<file path="config.mk">
export PLATFORM = sky130hd
export DESIGN_NAME = pipe_lt_ctrl
export DESIGN_NICKNAME = d
export VERILOG_FILES = /design/src/rtl/pipe_ctrl_pkg.sv /design/src/rtl/pipe_lt_cell.sv /design/src/rtl/pipe_lt_ctrl.sv
export SDC_FILE = /design/constraint.sdc
export NUM_CORES = 1
export LEC_CHECK = 0
export ABC_AREA = 1
export BUFFER_PORTS_ARGS = -buffer_cell sky130_fd_sc_hd__buf_4
export CAP_MARGIN = 10
export CORE_AREA = 2 2 39 41
export CTS_CLUSTER_SIZE = 30
export DETAILED_ROUTE_END_ITERATION = 8
export DIE_AREA = 0 0 41 43
export GPL_ROUTABILITY_DRIVEN = 0
export SLEW_MARGIN = 5
export SYNTH_ARGS = -nofsm -noshare
export SYNTH_HDL_FRONTEND = slang
export SYNTH_SLANG_ARGS = --single-unit
</file>
<file path="constraint.sdc">
create_clock -name clk -period 1.05 [get_ports clk]
set_input_delay 0.105 -clock clk [delete_from_list [all_inputs] [get_ports clk]]
set_output_delay 0.105 -clock clk [all_outputs]
set_load 0.05 [all_outputs]
</file>
<file path="src/rtl/pipe_ctrl_pkg.sv">
// Shared constants for the latch-trigger pipeline controllers.
package pipe_ctrl_pkg;

  localparam int STAGES_DEF = 4;
  localparam int STAGES_MIN = 2;
  localparam int STAGES_MAX = 16;
  localparam int CNT_W_DEF  = 16;

endpackage

</file>
<file path="src/rtl/pipe_lt_cell.sv">
// One pipeline stage: fires when its source is valid and it is empty or draining.
// Latency: lt/occ one cycle after fire; backpressure arrives through move.
module pipe_lt_cell (
  input  logic clk,
  input  logic rst_n,
  input  logic src_valid,
  input  logic move,
  output logic fire,
  output logic occ,
  output logic lt
);

  assign fire = src_valid & (~occ | move);

  always_ff @(posedge clk or negedge rst_n) begin
    if (!rst_n) begin
      occ <= 1'b0;
      lt  <= 1'b0;
    end else begin
      occ <= fire | (occ & ~move);
      lt  <= fire;
    end
  end

endmodule

</file>
<file path="src/rtl/pipe_lt_ctrl.sv">
// Latch-trigger sequencer for a STAGES-deep pipeline; latency STAGES cycles, 1 op/cycle.
// Full with out_ack low holds all state; optional stall counter under PIPE_LT_CTRL_STALL_CNT_EN.
module pipe_lt_ctrl
  import pipe_ctrl_pkg::*;
#(
  parameter int STAGES = STAGES_DEF,
  parameter int CNT_W  = CNT_W_DEF
) (
  input  logic              clk,
  input  logic              rst_n,
  input  logic              in_req,
  output logic              in_ack,
  output logic [STAGES-1:0] lt,
  output logic              out_req,
  input  logic              out_ack,
  output logic [STAGES-1:0] occ
`ifdef PIPE_LT_CTRL_STALL_CNT_EN
  ,
  output logic [CNT_W-1:0]  stall_cnt
`endif
);

  if (STAGES < STAGES_MIN || STAGES > STAGES_MAX || CNT_W < 1) begin : g_bad_cfg
    $error("pipe_lt_ctrl: STAGES or CNT_W out of range");
  end

  // Blocks stage 0 on the first edge after reset release, so no lt edge
  // can appear before the second clk edge.
  logic armed;

  always_ff @(posedge clk or negedge rst_n) begin
    if (!rst_n) armed <= 1'b0;
    else        armed <= 1'b1;
  end

  // move resolves from the output end backward through each stage's fire.
  for (genvar i = 0; i < STAGES; i++) begin : g_stage
    logic src_valid_w;
    logic move_w;
    logic fire_w;

    if (i == 0) begin : g_head
      assign src_valid_w = in_req & armed;
    end else begin : g_body
      assign src_valid_w = occ[i-1];
    end

    if (i == STAGES-1) begin : g_tail
      assign move_w = out_ack;
    end else begin : g_link
      assign move_w = g_stage[i+1].fire_w;
    end

    pipe_lt_cell u_cell (
      .clk       (clk),
      .rst_n     (rst_n),
      .src_valid (src_valid_w),
      .move      (move_w),
      .fire      (fire_w),
      .occ       (occ[i]),
      .lt        (lt[i])
    );
  end

  assign in_ack  = lt[0];
  assign out_req = occ[STAGES-1];

`ifdef PIPE_LT_CTRL_STALL_CNT_EN
  always_ff @(posedge clk or negedge rst_n) begin
    if (!rst_n) begin
      stall_cnt <= '0;
    end else if (out_req && !out_ack && !(&stall_cnt)) begin
      stall_cnt <= stall_cnt + 1'b1;
    end
  end
`endif

endmodule

</file>
==> results of run 1 <==
==> registers in the layout (all words and copies together) (netlist names) <==
name / cells
armed: 1
g_stage.u_cell.occ: 4
g_stage.u_cell.lt: 4
==> power by group through the flow <==
stage                     sequential (uW)  combinational, uW  clock, uW
after CTS                             402                246        283
after global routing                  407                257        298
after detailed placement              409                243          0
final                                 402                243        263
after floorplan                       435                176          0
after global placement                409                241          0
==> routing by layer <==
layer  up-vias  wire length [um]
met1       101               202
met4         0                 0
met3         0                62
met2         9               261
li1        121                 -
met5         -                 0
==> per-stage QoR <==
step           hold slack, ns  cells  worst slack, ns  cell area (um2)
2_1_floorplan         -0.1906     37          0.05873            380.4
3_3_place_gp         -0.06702     58           0.2259            437.9
3_5_place_dp         -0.06772     58           0.2206            437.9
4_1_cts               0.08329     63          0.03113            474.2
5_1_grt                0.1060     63          0.01704            474.2
6_report              0.09184     63          0.04939            474.2
==> what timing repair did <==
action,CTS,global route
hold buffers,1,0
endpoints found under the hold margin,9,0
gates resized for setup,0,0
==> kinds of logic (layout without fill, tap and decap cells) <==
| kind of cell | Yosys count | count (layout) | share of synthesized area (%) |
|---|---|---|---|
| buffers and inverters | 14 | 24 | 21.78 |
| AND/OR/NAND/NOR | 11 | 11 | 14.19 |
| flip-flops | 9 | 9 | 59.41 |
| AO/OA/AOI/OAI | 2 | 2 | 3.630 |
| other | 1 | 1 | 0.9891 |
==> worst max path at each step <==
| stage | end | slack, ns | cells after the start |
|---|---|---|---|
| after CTS | occ[3] | 0.03 | 1 |
| after detailed placement | g_stage[0].u_cell.lt$_DFF_PN0_ | 0.22 | 3 |
| after floorplan | lt[0] | 0.06 | 1 |
| after global routing | occ[3] | 0.02 | 1 |
| final | occ[3] | 0.05 | 1 |
| after global placement | g_stage[0].u_cell.lt$_DFF_PN0_ | 0.23 | 3 |
==> layout by cell type, fill, tap and decap left out, drive strengths merged <==
| master | n |
|---|---|
| nand2 | 7 |
| o21ai | 1 |
| a21oi | 1 |
| nor2 | 2 |
| nand4 | 1 |
| dfrtp | 9 |
| clkbuf | 4 |
| dlygate4sd3 | 1 |
| inv | 6 |
| nand3 | 1 |
| buf | 13 |
| conb | 1 |
==> final cells by class <==
class                      instances  area [um2]
clock buffer                       4       26.28
fill                             150       909.6
inverter                           6       22.52
multi-input combinational         14       71.32
sequential                         9       226.5
tap                               16       20.02
timing repair buffer              14       107.6
==> flow_metrics.tcl, run 1 <==
set metrics [dict create \
    status "finished, final reports clean" \
    seq_power_share_pct 44.3 \
    power.density_mw_per_mm2 1914 \
    period_minus_slack_ns 1.001 \
    diodes 0 \
    finalCritPeriodShare_pct 95.30 \
    cts_htree_levels 1 \
    netlist_instances 37 \
    use_met3_pct 4.712 \
    hpwl_um 412.1 \
    async_flop_share_pct 100.0 \
    peakVddDrop_mv 0.6652 \
    rows 14 \
    root_buffer "clkbuf_4" \
    wl_per_cell_um 8.349 \
    via_count 231 \
    synth_ff_type "dfrtp_1" \
    port_buffers 13 \
    crit_slowest_cell "dfrtp_2" \
    ys_seq_elements 9 \
    r2r_slack_ns 0.23 \
    top_usage_layer "met4" \
    cts_buffer_depth 2 \
    r2r_start "g_stage[3].u_cell.occ$_DFF_PN0_" \
    cts_setup_buffers 0 \
    drive_gt1_share_pct 42.55 \
    yosys.area.top_type "dfrtp_1" \
    synthTopCellsByArea "dfrtp_1, buf_4, nand2_1" \
    avgSynthCellArea_um2 10.25 \
    routed_wl_um 526 \
    viasPerCell 3.667 \
    track_usage_pct 8.223 \
    detail_route.iter0.violations 0 \
    yosysWarnings 0 \
    hold_path_end "g_stage[0].u_cell.occ$_DFF_PN0_" \
    synth_edf_count 0 \
    clk_pin_slew_ns 0.06 \
    power_switching_uw 315.0 \
    r2r-end "g_stage[0].u_cell.lt$_DFF_PN0_" \
    start_util_pct 27.40 \
    first_pass_iters 1 \
    clock_skew_ns 0.0009845 \
    p_int_uw 592.7 \
    r2r_cells 3 \
    cap_violations 0 \
    max_freq_ghz 0.9994 \
    p_leak_uw 0.0002684 \
    finalPower_uw 907.7 \
    boundaryPins 14 \
    hold_violations 0 \
    synth-seq-area-share_pct 59.41 \
    synth_common_cells "dfrtp_1, buf_4, nand2_1" \
    drv_slew 0 \
    crit_start "g_stage[3].u_cell.occ$_DFF_PN0_" \
    chipWidth_um 41 \
    syn_nets 41 \
    combPwrFrac_pct 26.7 \
    pwr-share-clk_pct 29.0 \
    hold_path_class "input port to flip-flop" \
    rsz0062_at_grt "false" \
    grt_remaining_overflow 0 \
    path_cells "buf_4" \
    crit_required_ns 0.94 \
    utilization_pct 34.27 \
    antenna_found_initial 0 \
    cp-end-kind "primary output" \
    cts_tree "yes" \
    swShare_pct 34.70 \
    fin_tns_setup_ns 0 \
    synth.most_common_cell "dfrtp_1" \
    use_met2_pct 9.063 \
    path_buf_inv 1 \
    crit_arrival_ns 0.90 \
    cts-buffers-inserted 3 \
    syn-cell-area_um2 379.1 \
    whs_path_depth 3 \
    grt_max_degree 10 \
    insertion_delay_ns 0.26 \
    dieArea_mm2 0.001763 \
    slowest_delay_ns 0.44 \
    grt_pass1_wl_um 848 \
    grt_use_met1_pct 9.333 \
    core-area_mm2 0.001384 \
    die_h_um 43 \
    clock-sinks 9 \
    nNetsFinal 52 \
    drc_errors 0 \
    cpLargestDelayFamily "flip-flops" \
    hold_start "in_req" \
    synth_top_area_share_pct 59.41 \
    area_growth_pct 25.08 \
    path_class "flip-flop to primary output" \
    grt_pass1_vias 200 \
    crit_path_start_kind "flip-flop" \
    synth_cell_types 11 \
    crit_path_max_fanout 6 \
    ant_nets 0 \
    setup_viol 0 \
]
No activity file was read; power rests on OpenSTA's default activity.
==> inputs of run 2 (changes only) <==
--- a/config.mk
+++ b/config.mk
@@ -6,12 +6,12 @@
 export NUM_CORES = 1
 export LEC_CHECK = 0
 export ABC_AREA = 1
-export BUFFER_PORTS_ARGS = -buffer_cell sky130_fd_sc_hd__buf_4
 export CAP_MARGIN = 10
 export CORE_AREA = 2 2 39 41
 export CTS_CLUSTER_SIZE = 30
 export DETAILED_ROUTE_END_ITERATION = 8
 export DIE_AREA = 0 0 41 43
+export DONT_BUFFER_PORTS = 1
 export GPL_ROUTABILITY_DRIVEN = 0
 export SLEW_MARGIN = 5
 export SYNTH_ARGS = -nofsm -noshare
==> flow_metrics.tcl, run 2 (synthesized netlist as in run 1, its figures left out) <==
set metrics [dict create \
    drive_gt1_share_pct 31.71 \
    crit_slowest_cell "dfrtp_2" \
    hold_path_class "input port to flip-flop" \
    boundaryPins 14 \
    crit_path_start_kind "flip-flop" \
    status "finished, final reports clean" \
    cp-end-kind "primary output" \
    cts_tree "yes" \
    cts_setup_buffers 0 \
    finalPower_uw 895.2 \
    final_cell_mix "dfrtp_1, nand2_1, inv_1" \
    crit_arrival_ns 0.90 \
    grt_pass1_wl_um 924 \
    cts-buffers-inserted 3 \
    fin_tns_setup_ns 0 \
    rsz0062_at_grt "false" \
    antenna_found_initial 0 \
    setup_viol 0 \
    hold_violations 0 \
    root_buffer "clkbuf_4" \
    area_growth_pct 20.46 \
    diodes 0 \
    crit_path_max_fanout 6 \
    grt_remaining_overflow 0 \
    track_usage_pct 8.569 \
    peakVddDrop_mv 0.8435 \
    grt_max_degree 10 \
    start_util_pct 27.40 \
    routed_wl_um 508 \
    clk_pin_slew_ns 0.06 \
    cts.hold.buffers_added 2 \
    viasPerCell 3.754 \
    rows 14 \
    fill_cells 148 \
    insertion_delay_ns 0.25 \
    wl_per_cell_um 8.912 \
    first_pass_iters 2 \
    cpLargestDelayFamily "flip-flops" \
    ant_nets 0 \
    dieArea_mm2 0.001763 \
    die_h_um 43 \
    path_buf_inv 1 \
    cap_violations 0 \
    path_cells "buf_4" \
    clock-sinks 9 \
    utilization_pct 33.00 \
    power.density_mw_per_mm2 1960 \
    chipWidth_um 41 \
    cts_buffer_depth 2 \
    final_common_cell "dfrtp_1" \
    cts-resized-gates 0 \
    max_freq_ghz 0.9997 \
    largestRegisters "g_stage.u_cell.lt (4), g_stage.u_cell.occ (4), armed (1)" \
    nNetsFinal 46 \
    p_leak_uw 0.0002452 \
    detail_route.iter0.violations 2 \
    drv_slew 0 \
    grt_pass1_vias 225 \
    hpwl_um 385 \
    period_minus_slack_ns 1.000 \
    core-area_mm2 0.001384 \
    cts_htree_levels 1 \
    drc_errors 0 \
    clock_skew_ns 0.002424 \
    slowest_delay_ns 0.44 \
    crit_required_ns 0.94 \
    path_class "flip-flop to primary output" \
    port_buffers 0 \
    finalCritPeriodShare_pct 95.27 \
    via_count 214 \
]
-- run 2: changes by cell type in the layout (fill, tap and decap cells not counted) --
cell	before	now
buf_12	0	2
buf_4	13	4
dlygate4sd3_1	1	2
-- run 2: worst reg2reg max path, stage by stage, from the launching register on --
cell	delay [ns]
dfrtp_1	0.42
nand4_2	0.18
nor2_2	0.11
nor2_1	0.04
-- run 2: per-stage QoR --
step	instance area (um2)	setup WS [ns]	instances	hold slack, ns
3_3_place_gp	410.4	0.2163	51	-0.1904
4_1_cts	456.7	0.03228	57	0.03273
5_1_grt	456.7	0.008061	57	0.07810
3_5_place_dp	410.4	0.1938	51	-0.1904
6_report	456.7	0.04971	57	0.04524
2_1_floorplan	380.4	0.05873	37	-0.1906
-- run 2: layout make-up --
type	count	area [um2]	area share [%]
repair buffers	8	90.09	19.73
clock buffers	4	26.28	5.753
inverters	6	22.52	4.932
flip-flops and latches	9	226.5	49.59
well taps	16	20.02	4.384
multi-input cells	14	71.32	15.62
-- run 2: report_power, final --
part / internal [uW] / switching [uW] / total (uW)
Clock: 146 / 109 / 255
Combinational: 64.2 / 133 / 197
Sequential: 378 / 64.9 / 443
-- run 2: routing by layer --
metal  vias up  track usage, %  routed length [um]
met1        95           8.469                 211
met2         8           11.56                 233
met5         -               0                   0
li1        109               -                   -
met4         0           4.000                  11
met3         2           8.377                  51
-- run 2: worst paths after layout --
kind / from / to / slack, ns / depth (start not counted)
setup reg to reg: g_stage[2].u_cell.occ$_DFF_PN0_ / g_stage[0].u_cell.lt$_DFF_PN0_ / 0.20 / 3
hold reg to reg: armed$_DFF_PN0_ / g_stage[0].u_cell.occ$_DFF_PN0_ / 0.48 / 2
min in group asynchronous: rst_n / g_stage[1].u_cell.lt$_DFF_PN0_ / 0.21 / 1
hold / removal: out_ack / g_stage[3].u_cell.occ$_DFF_PN0_ / 0.05 / 3
setup / recovery: g_stage[3].u_cell.occ$_DFF_PN0_ / out_req / 0.05 / 1
max in group asynchronous: rst_n / g_stage[3].u_cell.occ$_DFF_PN0_ / 0.54 / 1
